### config.mk
export PLATFORM = sky130hd
export DESIGN_NAME = ps2_dev_tx
export DESIGN_NICKNAME = d
export VERILOG_FILES = /design/src/rtl/ps2_pkg.sv /design/src/rtl/ps2_sync.sv /design/src/rtl/ps2_dev_tx.sv
export SDC_FILE = /design/constraint.sdc
export NUM_CORES = 1
export LEC_CHECK = 0
export ABC_AREA = 1
export CAP_MARGIN = 30
export CORE_MARGIN = 10
export CORE_UTILIZATION = 51
export DETAILED_ROUTE_END_ITERATION = 8
export GPL_TIMING_DRIVEN = 0
export PLACE_DENSITY_LB_ADDON = 0.15
export SLEW_MARGIN = 10
export SYNTH_ARGS = -nofsm -noshare
export SYNTH_HDL_FRONTEND = slang
export SYNTH_SLANG_ARGS = --single-unit
### constraint.sdc
create_clock -name clk -period 1.8 [get_ports clk]
set_input_delay 0.36 -clock clk [delete_from_list [all_inputs] [get_ports clk]]
set_output_delay 0.36 -clock clk [all_outputs]
set_load 0.02 [all_outputs]
### src/rtl/ps2_pkg.sv
`default_nettype none
// ============================================================================
// Module      : ps2_pkg
// Description : Definitions shared by the PS/2 device and host blocks: link
//               state encoding, frame length and the odd-parity helper.
// Revision    : 1.0 - initial release
// ============================================================================
package ps2_pkg;

  // Start + 8 data + parity + stop
  localparam int FRAME_BITS = 11;

  typedef enum logic [2:0] {
    IDLE      = 3'd0,
    WAIT_IDLE = 3'd1,
    BIT_HIGH  = 3'd2,
    BIT_LOW   = 3'd3,
    DONE      = 3'd4,
    ABORT     = 3'd5
  } ps2_state_e;

  // PS/2 uses odd parity: the parity bit makes the total count of ones odd
  function automatic logic odd_parity(input logic [7:0] i_d);
    return ~^i_d;
  endfunction

endpackage
`default_nettype wire

### src/rtl/ps2_sync.sv
`default_nettype none
// ============================================================================
// Module      : ps2_sync
// Description : Two-flop synchronizer for one asynchronous PS/2 line. Resets
//               to 1, the released (pulled-up) level of an open-drain line.
// Ports       : clk   - system clock
//               rst_n - asynchronous active-low reset
//               i_d   - asynchronous line level
//               o_q   - synchronized line level
// Revision    : 1.0 - initial release
// ============================================================================
module ps2_sync (
  input  logic clk,
  input  logic rst_n,
  input  logic i_d,
  output logic o_q
);

  logic r_meta;
  logic r_q;

  always_ff @(posedge clk or negedge rst_n) begin
    if (!rst_n) begin
      r_meta <= 1'b1;
      r_q    <= 1'b1;
    end else begin
      r_meta <= i_d;
      r_q    <= r_meta;
    end
  end

  assign o_q = r_q;

endmodule
`default_nettype wire

### src/rtl/ps2_dev_tx.sv
`default_nettype none
// ============================================================================
// Module      : ps2_dev_tx
// Description : Device-side PS/2 transmitter. Generates the PS/2 clock and
//               shifts out one 11-bit frame (start, 8 data LSB first, odd
//               parity, stop) per accepted byte. Host inhibit is honoured by
//               deferring the start or aborting and resending the same byte.
// Ports       : clk        - system clock
//               reset      - asynchronous active-low reset
//               tx_data    - byte to send
//               tx_valid   - byte available
//               tx_ready   - block can accept a byte (state is IDLE)
//               tx_done    - 1-cycle pulse, frame completed
//               tx_abort   - 1-cycle pulse, frame aborted, retry pending
//               host_rts   - host request-to-send seen while idle
//               ps2clk_in  - PS/2 clock line level (async)
//               ps2data_in - PS/2 data line level (async)
//               ps2clk_oe  - 1 = pull clock low
//               ps2data_oe - 1 = pull data low
// Revision    : 1.0 - initial release
// ============================================================================
module ps2_dev_tx
  import ps2_pkg::*;
#(
  parameter int HALF_CYC = 4000,
  parameter int IDLE_CYC = 5000
) (
  input  logic       clk,
  input  logic       reset,
  input  logic [7:0] tx_data,
  input  logic       tx_valid,
  output logic       tx_ready,
  output logic       tx_done,
  output logic       tx_abort,
  output logic       host_rts,
  input  logic       ps2clk_in,
  input  logic       ps2data_in,
  output logic       ps2clk_oe,
  output logic       ps2data_oe
);

  localparam int CNT_MAX = (HALF_CYC > IDLE_CYC) ? HALF_CYC : IDLE_CYC;
  localparam int CNT_W   = (CNT_MAX > 1) ? $clog2(CNT_MAX) : 1;

  localparam logic [CNT_W-1:0] c_half_last = CNT_W'(HALF_CYC - 1);
  localparam logic [CNT_W-1:0] c_idle_last = CNT_W'(IDLE_CYC - 1);
  localparam logic [3:0]       c_bit_last  = 4'(FRAME_BITS - 1);

  // Synchronized line levels
  logic w_clk_s;
  logic w_data_s;

  ps2_sync u_sync_clk (
    .clk   (clk),
    .rst_n (reset),
    .i_d   (ps2clk_in),
    .o_q   (w_clk_s)
  );

  ps2_sync u_sync_data (
    .clk   (clk),
    .rst_n (reset),
    .i_d   (ps2data_in),
    .o_q   (w_data_s)
  );

  ps2_state_e       r_state;
  logic [CNT_W-1:0] r_cnt;
  logic [3:0]       r_bit_cnt;
  logic [7:0]       r_shreg;
  logic             r_par;
  logic             r_clk_oe;
  logic             r_data_oe;
  logic             r_done;
  logic             r_abort;
  logic             r_rts;

  ps2_state_e       w_state_nxt;
  logic [CNT_W-1:0] w_cnt_nxt;
  logic [3:0]       w_bit_nxt;
  logic             w_load;
  logic             w_clk_oe_nxt;
  logic             w_data_oe_nxt;
  logic             w_done_nxt;
  logic             w_abort_nxt;
  logic             w_rts_nxt;
  logic [10:0]      w_frame;

  assign w_frame = {1'b1, r_par, r_shreg, 1'b0};

  // State register; line drives and pulses are registered so the open-drain
  // enables never glitch on state decode.
  always_ff @(posedge clk or negedge reset) begin
    if (!reset) begin
      r_state   <= IDLE;
      r_cnt     <= '0;
      r_bit_cnt <= '0;
      r_shreg   <= '0;
      r_par     <= 1'b0;
      r_clk_oe  <= 1'b0;
      r_data_oe <= 1'b0;
      r_done    <= 1'b0;
      r_abort   <= 1'b0;
      r_rts     <= 1'b0;
    end else begin
      r_state   <= w_state_nxt;
      r_cnt     <= w_cnt_nxt;
      r_bit_cnt <= w_bit_nxt;
      r_clk_oe  <= w_clk_oe_nxt;
      r_data_oe <= w_data_oe_nxt;
      r_done    <= w_done_nxt;
      r_abort   <= w_abort_nxt;
      r_rts     <= w_rts_nxt;
      if (w_load) begin
        r_shreg <= tx_data;
        r_par   <= odd_parity(tx_data);
      end
    end
  end

  // Next-state logic. The shared counter restarts on every state entry.
  always_comb begin
    w_state_nxt = r_state;
    w_cnt_nxt   = r_cnt + 1'b1;
    w_bit_nxt   = r_bit_cnt;
    w_load      = 1'b0;
    unique case (r_state)
      IDLE: begin
        w_cnt_nxt = '0;
        // A pending host request-to-send takes priority over new bytes
        if (tx_valid && !r_rts) begin
          w_load      = 1'b1;
          w_state_nxt = WAIT_IDLE;
        end
      end
      WAIT_IDLE: begin
        // Bus must stay idle for IDLE_CYC consecutive cycles
        if (!(w_clk_s && w_data_s)) begin
          w_cnt_nxt = '0;
        end else if (r_cnt == c_idle_last) begin
          w_cnt_nxt   = '0;
          w_bit_nxt   = '0;
          w_state_nxt = BIT_HIGH;
        end
      end
      BIT_HIGH: begin
        if (r_cnt == c_half_last) begin
          w_cnt_nxt = '0;
          // Clock was released; a low level here means the host is inhibiting
          w_state_nxt = w_clk_s ? BIT_LOW : ABORT;
        end
      end
      BIT_LOW: begin
        if (r_cnt == c_half_last) begin
          w_cnt_nxt = '0;
          if (r_bit_cnt == c_bit_last) begin
            w_state_nxt = DONE;
          end else begin
            w_bit_nxt   = r_bit_cnt + 4'd1;
            w_state_nxt = BIT_HIGH;
          end
        end
      end
      DONE: begin
        w_cnt_nxt   = '0;
        w_state_nxt = IDLE;
      end
      ABORT: begin
        // shreg/par are held so the retry resends the same byte
        w_cnt_nxt   = '0;
        w_state_nxt = WAIT_IDLE;
      end
      default: begin
        w_cnt_nxt   = '0;
        w_state_nxt = IDLE;
      end
    endcase
  end

  // Output logic, decoded from the upcoming state
  always_comb begin
    w_clk_oe_nxt  = (w_state_nxt == BIT_LOW);
    w_data_oe_nxt = 1'b0;
    if ((w_state_nxt == BIT_HIGH) || (w_state_nxt == BIT_LOW)) begin
      w_data_oe_nxt = ~w_frame[w_bit_nxt];
    end
    w_done_nxt  = (w_state_nxt == DONE);
    w_abort_nxt = (w_state_nxt == ABORT);
    w_rts_nxt   = (w_state_nxt == IDLE) && w_clk_s && !w_data_s;
  end

  assign tx_ready   = (r_state == IDLE);
  assign tx_done    = r_done;
  assign tx_abort   = r_abort;
  assign host_rts   = r_rts;
  assign ps2clk_oe  = r_clk_oe;
  assign ps2data_oe = r_data_oe;

endmodule
`default_nettype wire

After elaboration in Yosys (flattened, before gate mapping)

Index checks and enable logic that the tools add are counted.

Bits of input ports: 13
Output and inout port bits: 6
Flip-flop bits (word level): 38
Word-level logic and storage cells: 62

Bitwise operators: 1
Order comparisons: 1
Add/subtract/negate cells: 2
Mux-type cells: 22
Reduce and logical (&&, ||, !) cells: 11
Eq/ne operators: 11

Operators by type and width:

| operator              | number |
|---|---|
| $mux 13               | 3 |
| $pmux 13 s2           | 1 |
| $mux 3                | 7 |
| $mux 4                | 4 |
| $pmux 3 s5            | 1 |
| $add 13x1->13 const B | 1 |
| $eq 13x12->1 const B  | 1 |
| $eq 13x13->1 const B  | 1 |
| $eq 3x2->1 const B    | 4 |
| $eq 3x3->1 const B    | 3 |
| $pmux 4 s2            | 1 |
| $reduce_xnor 8->1     | 1 |
| $logic_not 3->1       | 2 |
| $lt 4x5->1 const B    | 1 |
| $add 4x1->4 const B   | 1 |
| $bmux 1 s4            | 1 |
| $eq 4x4->1 const B    | 1 |
| $logic_and 1x1->1     | 4 |
| $mux 1                | 4 |
| $eq 3x1->1 const B    | 1 |
| $logic_not 1->1       | 2 |
| $reduce_or 2->1       | 1 |
| $logic_or 1x1->1      | 1 |
| $not 1->1             | 1 |

Depth between registers and ports, before layout

Gate-level depths: netlist (run 1).

Depth in word-level cells: 8
Depth in mapped cells: 16
Depth with buffers taken out: 16

By module

From an unflattened synthesis (run 1), not the netlist that was laid out.

Cells, all modules: 250
Area, all modules: 2055.7 sq um

By module, submodules not included:

| module     | sequential area each (sq um) | area an instance (sq um) | instances | cells each |
|---|---|---|---|---|
| ps2_dev_tx | 850.8                        | 1950.6                   | 1         | 246 |
| ps2_sync   | 52.6                         | 52.6                     | 2         | 2 |

Least setup slack after synthesis (run 1)

No wires, ideal clock.

Kind: register to register
Start: reg r_state[2]
End: reg r_done (netlist: tx_done)
Stages on the path, launching flop included: 9
Data arrival time: 1.714 ns
Setup time: 0.130 ns
Required time: 1.670 ns
Clock period less this slack: 1.844 ns
Path buffers: 0
Slack: -0.044 ns
Cells stage by stage: dfrtp_1 -> nor3_1 -> nand2_1 -> nor2_2 -> inv_2 -> o2111ai_1 -> nor2_1 -> nand2_1 -> a21oi_1

Elaborated cells on any way between the ends: 12
Those cells by class: eq/ne: 5; mux: 6; reduce/logical: 1

RTL lines:

| what                   | line              | RTL |
|---|---|---|
| start, declared        | ps2_dev_tx.sv:67  | `ps2_state_e r_state;` |
| start signal, assigned | ps2_dev_tx.sv:106 | `r_state <= w_state_nxt;` |
| $logic_not 3->1        | -                 |  |
| named net tx_ready     | ps2_dev_tx.sv:32  | `output logic tx_ready,` |
| $pmux 3 s5             | ps2_dev_tx.sv:127 | `unique case (r_state)` |
| $eq 3x3->1             | ps2_dev_tx.sv:187 | `w_done_nxt = (w_state_nxt == DONE);` |
| named net w_done_nxt   | ps2_dev_tx.sv:84  | `logic w_done_nxt;` |
| end signal, assigned   | ps2_dev_tx.sv:111 | `r_done <= w_done_nxt;` |
| end, declared          | ps2_dev_tx.sv:74  | `logic r_done;` |

The timed path passes the listed nets, and every way through them passes these cells.
A chain may end at the register's enable or synchronous reset.

Worst setup path after layout (run 1)

Start: reg r_cnt[0]
End: reg r_data_oe (netlist: ps2data_oe)

Elaborated cells on any way between the ends: 18
Those cells by class: eq/ne: 4; mux: 12; bitwise: 1; reduce/logical: 1

RTL lines:

| what                     | line              | RTL |
|---|---|---|
| start, declared          | ps2_dev_tx.sv:68  | `logic [CNT_W-1:0] r_cnt;` |
| start signal, assigned   | ps2_dev_tx.sv:107 | `r_cnt <= w_cnt_nxt;` |
| $eq 13x13->1             | ps2_dev_tx.sv:140 | `end else if (r_cnt == c_idle_last) begin` |
| $mux 3                   | ps2_dev_tx.sv:140 |  |
| $mux 3                   | ps2_dev_tx.sv:138 | `if (!(w_clk_s && w_data_s)) begin` |
| $pmux 3 s5 (*)           | ps2_dev_tx.sv:127 |  |
| named net w_state_nxt[1] | ps2_dev_tx.sv:78  | `ps2_state_e w_state_nxt;` |
| $eq 3x2->1               | ps2_dev_tx.sv:184 | `if ((w_state_nxt == BIT_HIGH) \|\| (w_state_nxt == BIT_LOW)) begin` |
| $logic_or 1x1->1 (*)     | ps2_dev_tx.sv:184 |  |
| $mux 1 (*)               | ps2_dev_tx.sv:184 |  |
| named net w_data_oe_nxt  | ps2_dev_tx.sv:83  | `logic w_data_oe_nxt;` |
| end signal, assigned     | ps2_dev_tx.sv:110 | `r_data_oe <= w_data_oe_nxt;` |
| end, declared            | ps2_dev_tx.sv:73  | `logic r_data_oe;` |

Mark *: on every way through the listed nets, which the timed path passes. The rest lies on a longest branch. The select of a mux whose other input is x is not followed.

==> results.txt, run 1 <==
----------------------------------------------------
[Outcome]
  Result of the run ... finished with violations
  Violated checks ... negative hold slack, negative setup slack

[Yosys]
  Post-synthesis sequential area ratio ... between 40% and 50%
  Mapped Nets ... 267
  Yosys synthesis warning count ... 0
  Average footprint of a synthesized cell ... between 8 and 9 um^2
  Cells after Synth ... between 200 and 300
  Cell area after synthesis ... between 2000 and 2500 um^2
  Cell variety after synth ... 33
  Synthesis-stage register bit count ... 38

[Hold path]
  Path type of the worst min-delay path ... in -> async

[Detailed routing]
  Post-Route M1 WL ... 2083 um
  Iteration-0 DRC count of the detailed router ... 96
  Wire length on met3 ... around 230 um
  Average routed wire per standard cell ... around 13 um
  DRC violation count after routing ... 0
  Residual antenna-violating net count after detailed routing ... 0
  Vias ... 1742
  First-pass iteration count of the detailed router ... 4
  Total length of routed met2 wires ... between 2000 and 2500 um
  Post-DR vias/cell ... 5.094
  Max Used Layer ... met4
  Detailed Route WL ... between 4000 and 5000 um

[Timing]
  Highest clock frequency the design can meet ... ~530 MHz
  Number of pins exceeding their max-slew limit in the final report ... 0
  Normalized max-slew margin ... just over 70%
  Worst Setup Slack, final ... -0.07456 ns
  Worst Clk Skew ... roughly 0.0052 ns
  Worst hold-check slack ... -0.004484 ns
  Number of hold violations in the final report ... 3
  Sum of negative setup slack ... -0.2391 ns
  Setup repair after global routing missed its margin ... true
  Actual transition at the worst max-transition pin ... between 0.4 and 0.5 ns
  Period Utilization, post-route ... 104.1%
  Crit path time final ... around 1.9 ns
  Final setup violating endpoints ... 5

[Setup path]
  Reg-to-Reg Start ... r_cnt[0]$_DFF_PN0_
  Crit. End Element ... register
  Termination of the worst setup path ... ps2data_oe$_DFF_PN0_
  Worst Setup Start Kind ... register
  Largest driver fanout on the critical path ... 7
  CP Data Arrival Time ... 2.08 ns
  Worst r2r path cells ... 14
  Beginning of the critical path ... r_cnt[0]$_DFF_PN0_
  Flop2flop setup slack ... -0.07 ns
  Data required time of the worst path ... 2.00 ns
  Classification of the worst setup path ... reg -> reg
  Reg2Reg Capture Point ... ps2data_oe$_DFF_PN0_

[Cells and area]
  Most frequent cells in the layout ... 50 x sky130_fd_sc_hd__nand2_1, 33 x sky130_fd_sc_hd__dfrtp_1, 25 x sky130_fd_sc_hd__inv_1
  Most common library cell in the layout ignoring fill and taps ... sky130_fd_sc_hd__nand2_1
  Final design utilization ... between 60% and 70%
  Ratio of cells with drive above 1 in the final layout ... 32.53%
  Final std cells w/o fill ... about 340
  Net count, final ... about 310
  Number of antenna repair diodes ... 0
  Area Overhead vs Synth ... 32.44%
  Filler Cells Inserted ... 300

[Clock network]
  Maximum level of the CTS H-tree ... 2
  Clock sink count ... 38
  Cts bufs inserted ... 5
  Clock latency reported for the late side of the worst-skew pair ... about 0.3 ns
  Clock transition at the registers of the reported paths ... about 0.080 ns
  CTS tree ... done
  Worst-case clock buffer depth ... 2
  Cell at the root of the clock tree ... sky130_fd_sc_hd__clkbuf_8

[GRT]
  Maximum number of pins on one net before global-route repair ... 22
  Number of antenna violations at the first check in global routing ... 0
  Number of global-route vias before repair ... approximately 1.7k
  Global-route wire length before repair ... approximately 7700 um
  Overall Global Routing Usage ... approximately an eighth
  GRT overflow ... 0

[Floorplan]
  Chip height ... 83.55 um
  Die extent in x ... between 80 and 90 um
  Initial standard-cell utilization of the core ... between 50% and 60%
  I/O pin count ... 19
  Floorplan row count ... 23
  Core Box Area ... ~4000 um^2
  Die Footprint ... approximately 7000 um^2

[Power]
  Sequential cell fraction of total power ... 46.3%
  Overall power ... approximately 1.9 mW
  Internal Pwr Total ... ~1.5 mW
  Worst vdd rail ir drop ... between 0.5 and 0.6 mV
  Share of total power in the clock network ... between 40% and 50%
  Power density relative to cell area ... a little under 700 nW/um^2
  Share of total power consumed by net switching ... approximately 20%
  Fraction of power consumed by combinational cells ... ~5.2%
  Total net switching power ... between 0.3 and 0.4 mW
  Leakage power ... ~1.3 nW

[Job]
  Number of maximum-capacitance constraint violations ... 0

[Placement]
  Global placer's final weighted congestion ... ~0.83
  Post-DP HPWL ... around 3100 um
  Port Buffer Count ... 18
  DP Cell Count ... 320

----------------------------------------------------
state kept, by name, summed over array words and instances, names as in the netlist:
signal and cells:
tx_abort 1, r_state 3, r_shreg 8, host_rts 1, r_cnt 13, u_sync_data.o_q 1, ps2data_oe 1, ps2clk_oe 1
u_sync_clk.r_meta 1, u_sync_clk.o_q 1, u_sync_data.r_meta 1, r_par 1, tx_done 1, r_bit_cnt 4
per-layer routing:
metal  vias up  track usage, %
met2        33           20.93
met3         7           3.711
met1       815           15.82
li1        887               -
met5         -               0
met4         0           5.632
worst max-delay path: stages, from the launching register on:
cell,delay [ns]
sky130_fd_sc_hd__dfrtp_1,0.36
sky130_fd_sc_hd__ha_2,0.21
sky130_fd_sc_hd__nand2_2,0.06
sky130_fd_sc_hd__inv_2,0.09
sky130_fd_sc_hd__nand2_4,0.08
sky130_fd_sc_hd__nor2_4,0.13
sky130_fd_sc_hd__nand2_4,0.12
sky130_fd_sc_hd__buf_6,0.15
sky130_fd_sc_hd__o21ai_2,0.13
sky130_fd_sc_hd__nand3_2,0.11
sky130_fd_sc_hd__inv_2,0.10
sky130_fd_sc_hd__buf_6,0.11
sky130_fd_sc_hd__a21oi_2,0.03
sky130_fd_sc_hd__nand2_1,0.06
sky130_fd_sc_hd__inv_1,0.03
power by group through the flow:
stage | Clock (mW) | Combinational [mW] | Sequential [mW]
2_1_floorplan | 0 | 0.0342 | 0.883
3_3_place_gp | 0 | 0.0844 | 0.884
3_5_place_dp | 0 | 0.0923 | 0.884
4_1_cts | 0.921 | 0.0944 | 0.868
5_1_grt | 0.945 | 0.109 | 0.869
6_report | 0.908 | 0.0972 | 0.868
final cells by class:
cell class	count	area [um^2]	share of cell area, %
well taps	50	62.56	2.294
clock buffers	6	82.58	3.028
inverters	41	158.9	5.826
plain buffers	1	5.005	0.1835
repair buffers	33	317.8	11.65
clock inverters	2	60.06	2.202
flip-flops and latches	38	957.2	35.09
multi-input cells	171	1084	39.72
how the worst min path moves through the flow:
stage | from | end | cells after the start
final | reset | r_cnt[0]$_DFF_PN0_ | 1
after detailed placement | reset | r_cnt[0]$_DFF_PN0_ | 1
after global routing | reset | r_cnt[0]$_DFF_PN0_ | 1
after floorplan | reset | host_rts$_DFF_PN0_ | 0
after CTS | reset | r_cnt[0]$_DFF_PN0_ | 1
after global placement | u_sync_clk.r_meta$_DFF_PN1_ | u_sync_clk.o_q$_DFF_PN1_ | 0
timing repair:
item,CTS,global route
pin swaps,3,6
hold buffers,0,0
endpoints found under the setup margin,7,11
hold endpoints to repair,0,0
buffers inserted,4,10
resized for setup,13,33
cell usage after synthesis:
cell                        instances  area (um^2)
sky130_fd_sc_hd__o21bai_1           1        7.510
sky130_fd_sc_hd__nand2_4            5        56.30
sky130_fd_sc_hd__nor4_2             1        12.51
sky130_fd_sc_hd__dfrtp_1           34        850.8
sky130_fd_sc_hd__nor3_4             1        16.27
sky130_fd_sc_hd__clkinv_2           1        5.000
sky130_fd_sc_hd__a221oi_1           1        8.760
sky130_fd_sc_hd__ha_1               3        37.54
sky130_fd_sc_hd__nand2_1           54        202.7
sky130_fd_sc_hd__a21oi_2            1        8.760
sky130_fd_sc_hd__dfstp_2            4        105.1
sky130_fd_sc_hd__o21ai_1            4        20.02
sky130_fd_sc_hd__nor2_4             1        11.26
sky130_fd_sc_hd__nand3_4            1        17.52
sky130_fd_sc_hd__xnor2_1            8        70.07
sky130_fd_sc_hd__nor3_2             1        10.01
sky130_fd_sc_hd__inv_1             27        101.4
sky130_fd_sc_hd__inv_2             13        48.80
sky130_fd_sc_hd__nor3_1             6        30.03
sky130_fd_sc_hd__nor2_1            21        78.83
sky130_fd_sc_hd__a21oi_1            6        30.03
sky130_fd_sc_hd__nor3b_1            1        7.510
sky130_fd_sc_hd__nand4_1            2        12.51
sky130_fd_sc_hd__o211ai_2           1        12.51
sky130_fd_sc_hd__o2111ai_1          1        8.760
sky130_fd_sc_hd__nor2_2             6        37.54
sky130_fd_sc_hd__nand3_1           25        125.1
sky130_fd_sc_hd__o21ai_0            9        45.04
sky130_fd_sc_hd__o211ai_1           1        7.510
sky130_fd_sc_hd__clkbuf_1           1        3.750
sky130_fd_sc_hd__nor4_1             1        6.260
sky130_fd_sc_hd__nand2_2            6        37.54
sky130_fd_sc_hd__xor2_1             3        26.28
per-stage QoR:
| step | instance area, um^2 | setup WS (ns) |
|---|---|---|
| after global routing | 2728 | -0.2062 |
| after CTS | 2545 | -0.06007 |
| after detailed placement | 2330 | -0.1566 |
| after global placement | 2307 | -0.5415 |
| after floorplan | 2064 | 0.04935 |
| final | 2728 | -0.07456 |
cell families after synthesis:
logic type | Yosys count | synth area share [%]
AO/OA/AOI/OAI | 25 | 7.230
buffers and inverters | 42 | 7.716
XOR/XNOR | 11 | 4.678
flip-flops | 38 | 46.42
AND/OR/NAND/NOR | 132 | 32.14
adder cells (fa/ha/maj) | 3 | 1.823
No activity file was read; power rests on OpenSTA's default activity.
==> run 2, diff against run 1 <==
- REMOVE_ABC_BUFFERS: unset -> 1
==> run 2 against run 1 <==
  * The run ends with negative setup slack left
  * Critical endpoint unchanged
  * Largest cell class unchanged
  * Sequential cell count stayed put
  * Combinational power decreased by 2%
  * Register-to-register slack worse by 0.03 ns
  * Via count shrank 0.34%
==> results.txt, run 2 (synthesis gave the netlist of run 1 again) <==
----------------------------------------------------
[Placement]
  Port Buffer Count ... 18
  Post-Place Worst Slack ... -0.1746 ns
  Global placer's final weighted congestion ... between 0.8 and 0.9
  Post-DP HPWL ... between 3000 and 4000 um

[Setup path]
  Classification of the worst setup path ... reg -> reg
  Largest driver fanout on the critical path ... 7
  CP Data Arrival Time ... 2.14 ns
  Data required time of the worst path ... roughly 2 ns
  Worst r2r path cells ... 15
  Worst Setup Start Kind ... register
  Crit. End Element ... register

[Cells and area]
  Area Overhead vs Synth ... 32.14%
  Top flop regs ... r_cnt: 13 flops, r_shreg: 8 flops, r_bit_cnt: 4 flops
  Net count, final ... 312
  Most frequent cells in the layout ... 47 x sky130_fd_sc_hd__nand2_1, 33 x sky130_fd_sc_hd__dfrtp_1, 27 x sky130_fd_sc_hd__inv_1
  Number of antenna repair diodes ... 0
  Ratio of cells with drive above 1 in the final layout ... a little under a third
  Register name with the most flops ... r_cnt
  Most common library cell in the layout ignoring fill and taps ... sky130_fd_sc_hd__nand2_1
  Largest register FFs ... 13

[Outcome]
  Result of the run ... finished with violations
  Violated checks ... negative setup slack

[Hold path]
  Hold Path Cell Cnt ... 0
  Path type of the worst min-delay path ... reg -> reg

[Timing]
  Final setup violating endpoints ... 2
  Crit path time final ... roughly 1.9 ns
  Number of pins exceeding their max-slew limit in the final report ... 0
  Setup repair after global routing missed its margin ... true
  Worst Clk Skew ... 0.006823 ns
  Highest clock frequency the design can meet ... 525.0 MHz
  Normalized max-slew margin ... ~75%
  Sum of negative setup slack ... -0.1797 ns
  Period Utilization, post-route ... 105.8%
  Actual transition at the worst max-transition pin ... ~0.37 ns
  Number of hold violations in the final report ... 0
  Worst Setup Slack, final ... -0.1047 ns

[Power]
  Overall power ... 1.680 mW
  Worst vdd rail ir drop ... just under 0.5 mV
  Power density relative to cell area ... around 600 nW/um^2
  Leakage power ... 1.277 nW

[Floorplan]
  Chip height ... roughly 84 um
  I/O pin count ... 19
  Die extent in x ... between 80 and 90 um
  Die Footprint ... around 7000 um^2
  Floorplan row count ... 23
  Initial standard-cell utilization of the core ... between 50 and 60%
  Core Box Area ... just under 4000 um^2

[Clock network]
  Clock sink count ... 38
  Cell at the root of the clock tree ... sky130_fd_sc_hd__clkbuf_8
  Worst-case clock buffer depth ... 2
  Clock latency reported for the late side of the worst-skew pair ... 0.29 ns
  Cts bufs inserted ... 5
  CTS tree ... done
  Clock transition at the registers of the reported paths ... ~0.080 ns
  Maximum level of the CTS H-tree ... 2

[Detailed routing]
  Vias ... around 1.7k
  Detailed Route WL ... 4353 um
  First-pass iteration count of the detailed router ... 4
  Iteration-0 DRC count of the detailed router ... 75
  DRC violation count after routing ... 0
  Average routed wire per standard cell ... 12.54 um
  Residual antenna-violating net count after detailed routing ... 0
  Post-DR vias/cell ... around 5

[GRT]
  Maximum number of pins on one net before global-route repair ... 25
  Global-route wire length before repair ... around 7700 um
  GRT overflow ... 0
  Overall Global Routing Usage ... around 13%
  Number of antenna violations at the first check in global routing ... 0
  Number of global-route vias before repair ... roughly 1.7k

[Job]
  Number of maximum-capacitance constraint violations ... 0

----------------------------------------------------
## run 2: cell type report
cell class                 count  area, um^2
clock buffer                   5       68.82
fill                         326        1221
clock inverter                 3       45.04
multi-input combinational    171        1062
tap                           50       62.56
timing repair buffer          39       361.6
inverter                      41       163.9
sequential                    38       957.2
## run 2: timing repair
action,in CTS,in global routing
gates resized for setup,19,18
buffers inserted,13,6
hold buffers,1,0
pin swaps,10,11
endpoints found under the setup margin,8,8
endpoints found under the hold margin,10,0
cloned,0,0
## run 2: final timing paths
path | startpoint | end | slack, ns
hold / removal | u_sync_clk.r_meta$_DFF_PN1_ | u_sync_clk.o_q$_DFF_PN1_ | 0.36
setup / recovery | r_cnt[1]$_DFF_PN0_ | ps2data_oe$_DFF_PN0_ | -0.10
max in group asynchronous | reset | r_bit_cnt[0]$_DFF_PN0_ | 0.82
setup reg to reg | r_cnt[1]$_DFF_PN0_ | ps2data_oe$_DFF_PN0_ | -0.10
hold reg to reg | u_sync_clk.r_meta$_DFF_PN1_ | u_sync_clk.o_q$_DFF_PN1_ | 0.36
min in group asynchronous | reset | r_cnt[7]$_DFF_PN0_ | 0.52
## run 2: metal layers
metal  wire length, um  track usage [%]  vias up  part of all wire [%]
li1                  -                -      896                     -
met1              2068            16.43      800                    48
met2              2042            20.29       33                    47
met3               185            3.418        7                   4.2
met4                56            4.718        0                   1.3
met5                 0                0        -                     0
## run 2: power breakdown
group	internal (mW)	switching, mW	total, mW
logic	0.0506	0.0449	0.0955
registers	0.863	0.00474	0.868
clock network	0.412	0.304	0.716
total	1.33	0.354	1.68
## run 2: critical path: stages (launching register included)
cell,delay (ns)
sky130_fd_sc_hd__dfrtp_1,0.37
sky130_fd_sc_hd__ha_2,0.19
sky130_fd_sc_hd__nand2_2,0.07
sky130_fd_sc_hd__inv_4,0.08
sky130_fd_sc_hd__nand2_4,0.06
sky130_fd_sc_hd__nor2_4,0.13
sky130_fd_sc_hd__nand2_4,0.10
sky130_fd_sc_hd__buf_12,0.15
sky130_fd_sc_hd__nand2_4,0.05
sky130_fd_sc_hd__nand3_4,0.09
sky130_fd_sc_hd__nand2_4,0.13
sky130_fd_sc_hd__o21bai_1,0.11
sky130_fd_sc_hd__nand2_1,0.07
sky130_fd_sc_hd__a21oi_2,0.13
sky130_fd_sc_hd__nand2_1,0.06
sky130_fd_sc_hd__inv_1,0.05
## run 2: stage by stage
step / cell area (um^2) / std cells / hold WS, ns / utilization (%)
after global routing: 2721 / 347 / 0.3687 / 69.03
after global placement: 2298 / 318 / 0.3457 / 58.30
after CTS: 2603 / 341 / 0.3595 / 66.01
after detailed placement: 2313 / 319 / 0.2957 / 58.68
after floorplan: 2056 / 250 / 0.06441 / -
final: 2721 / 347 / 0.3574 / 69.03
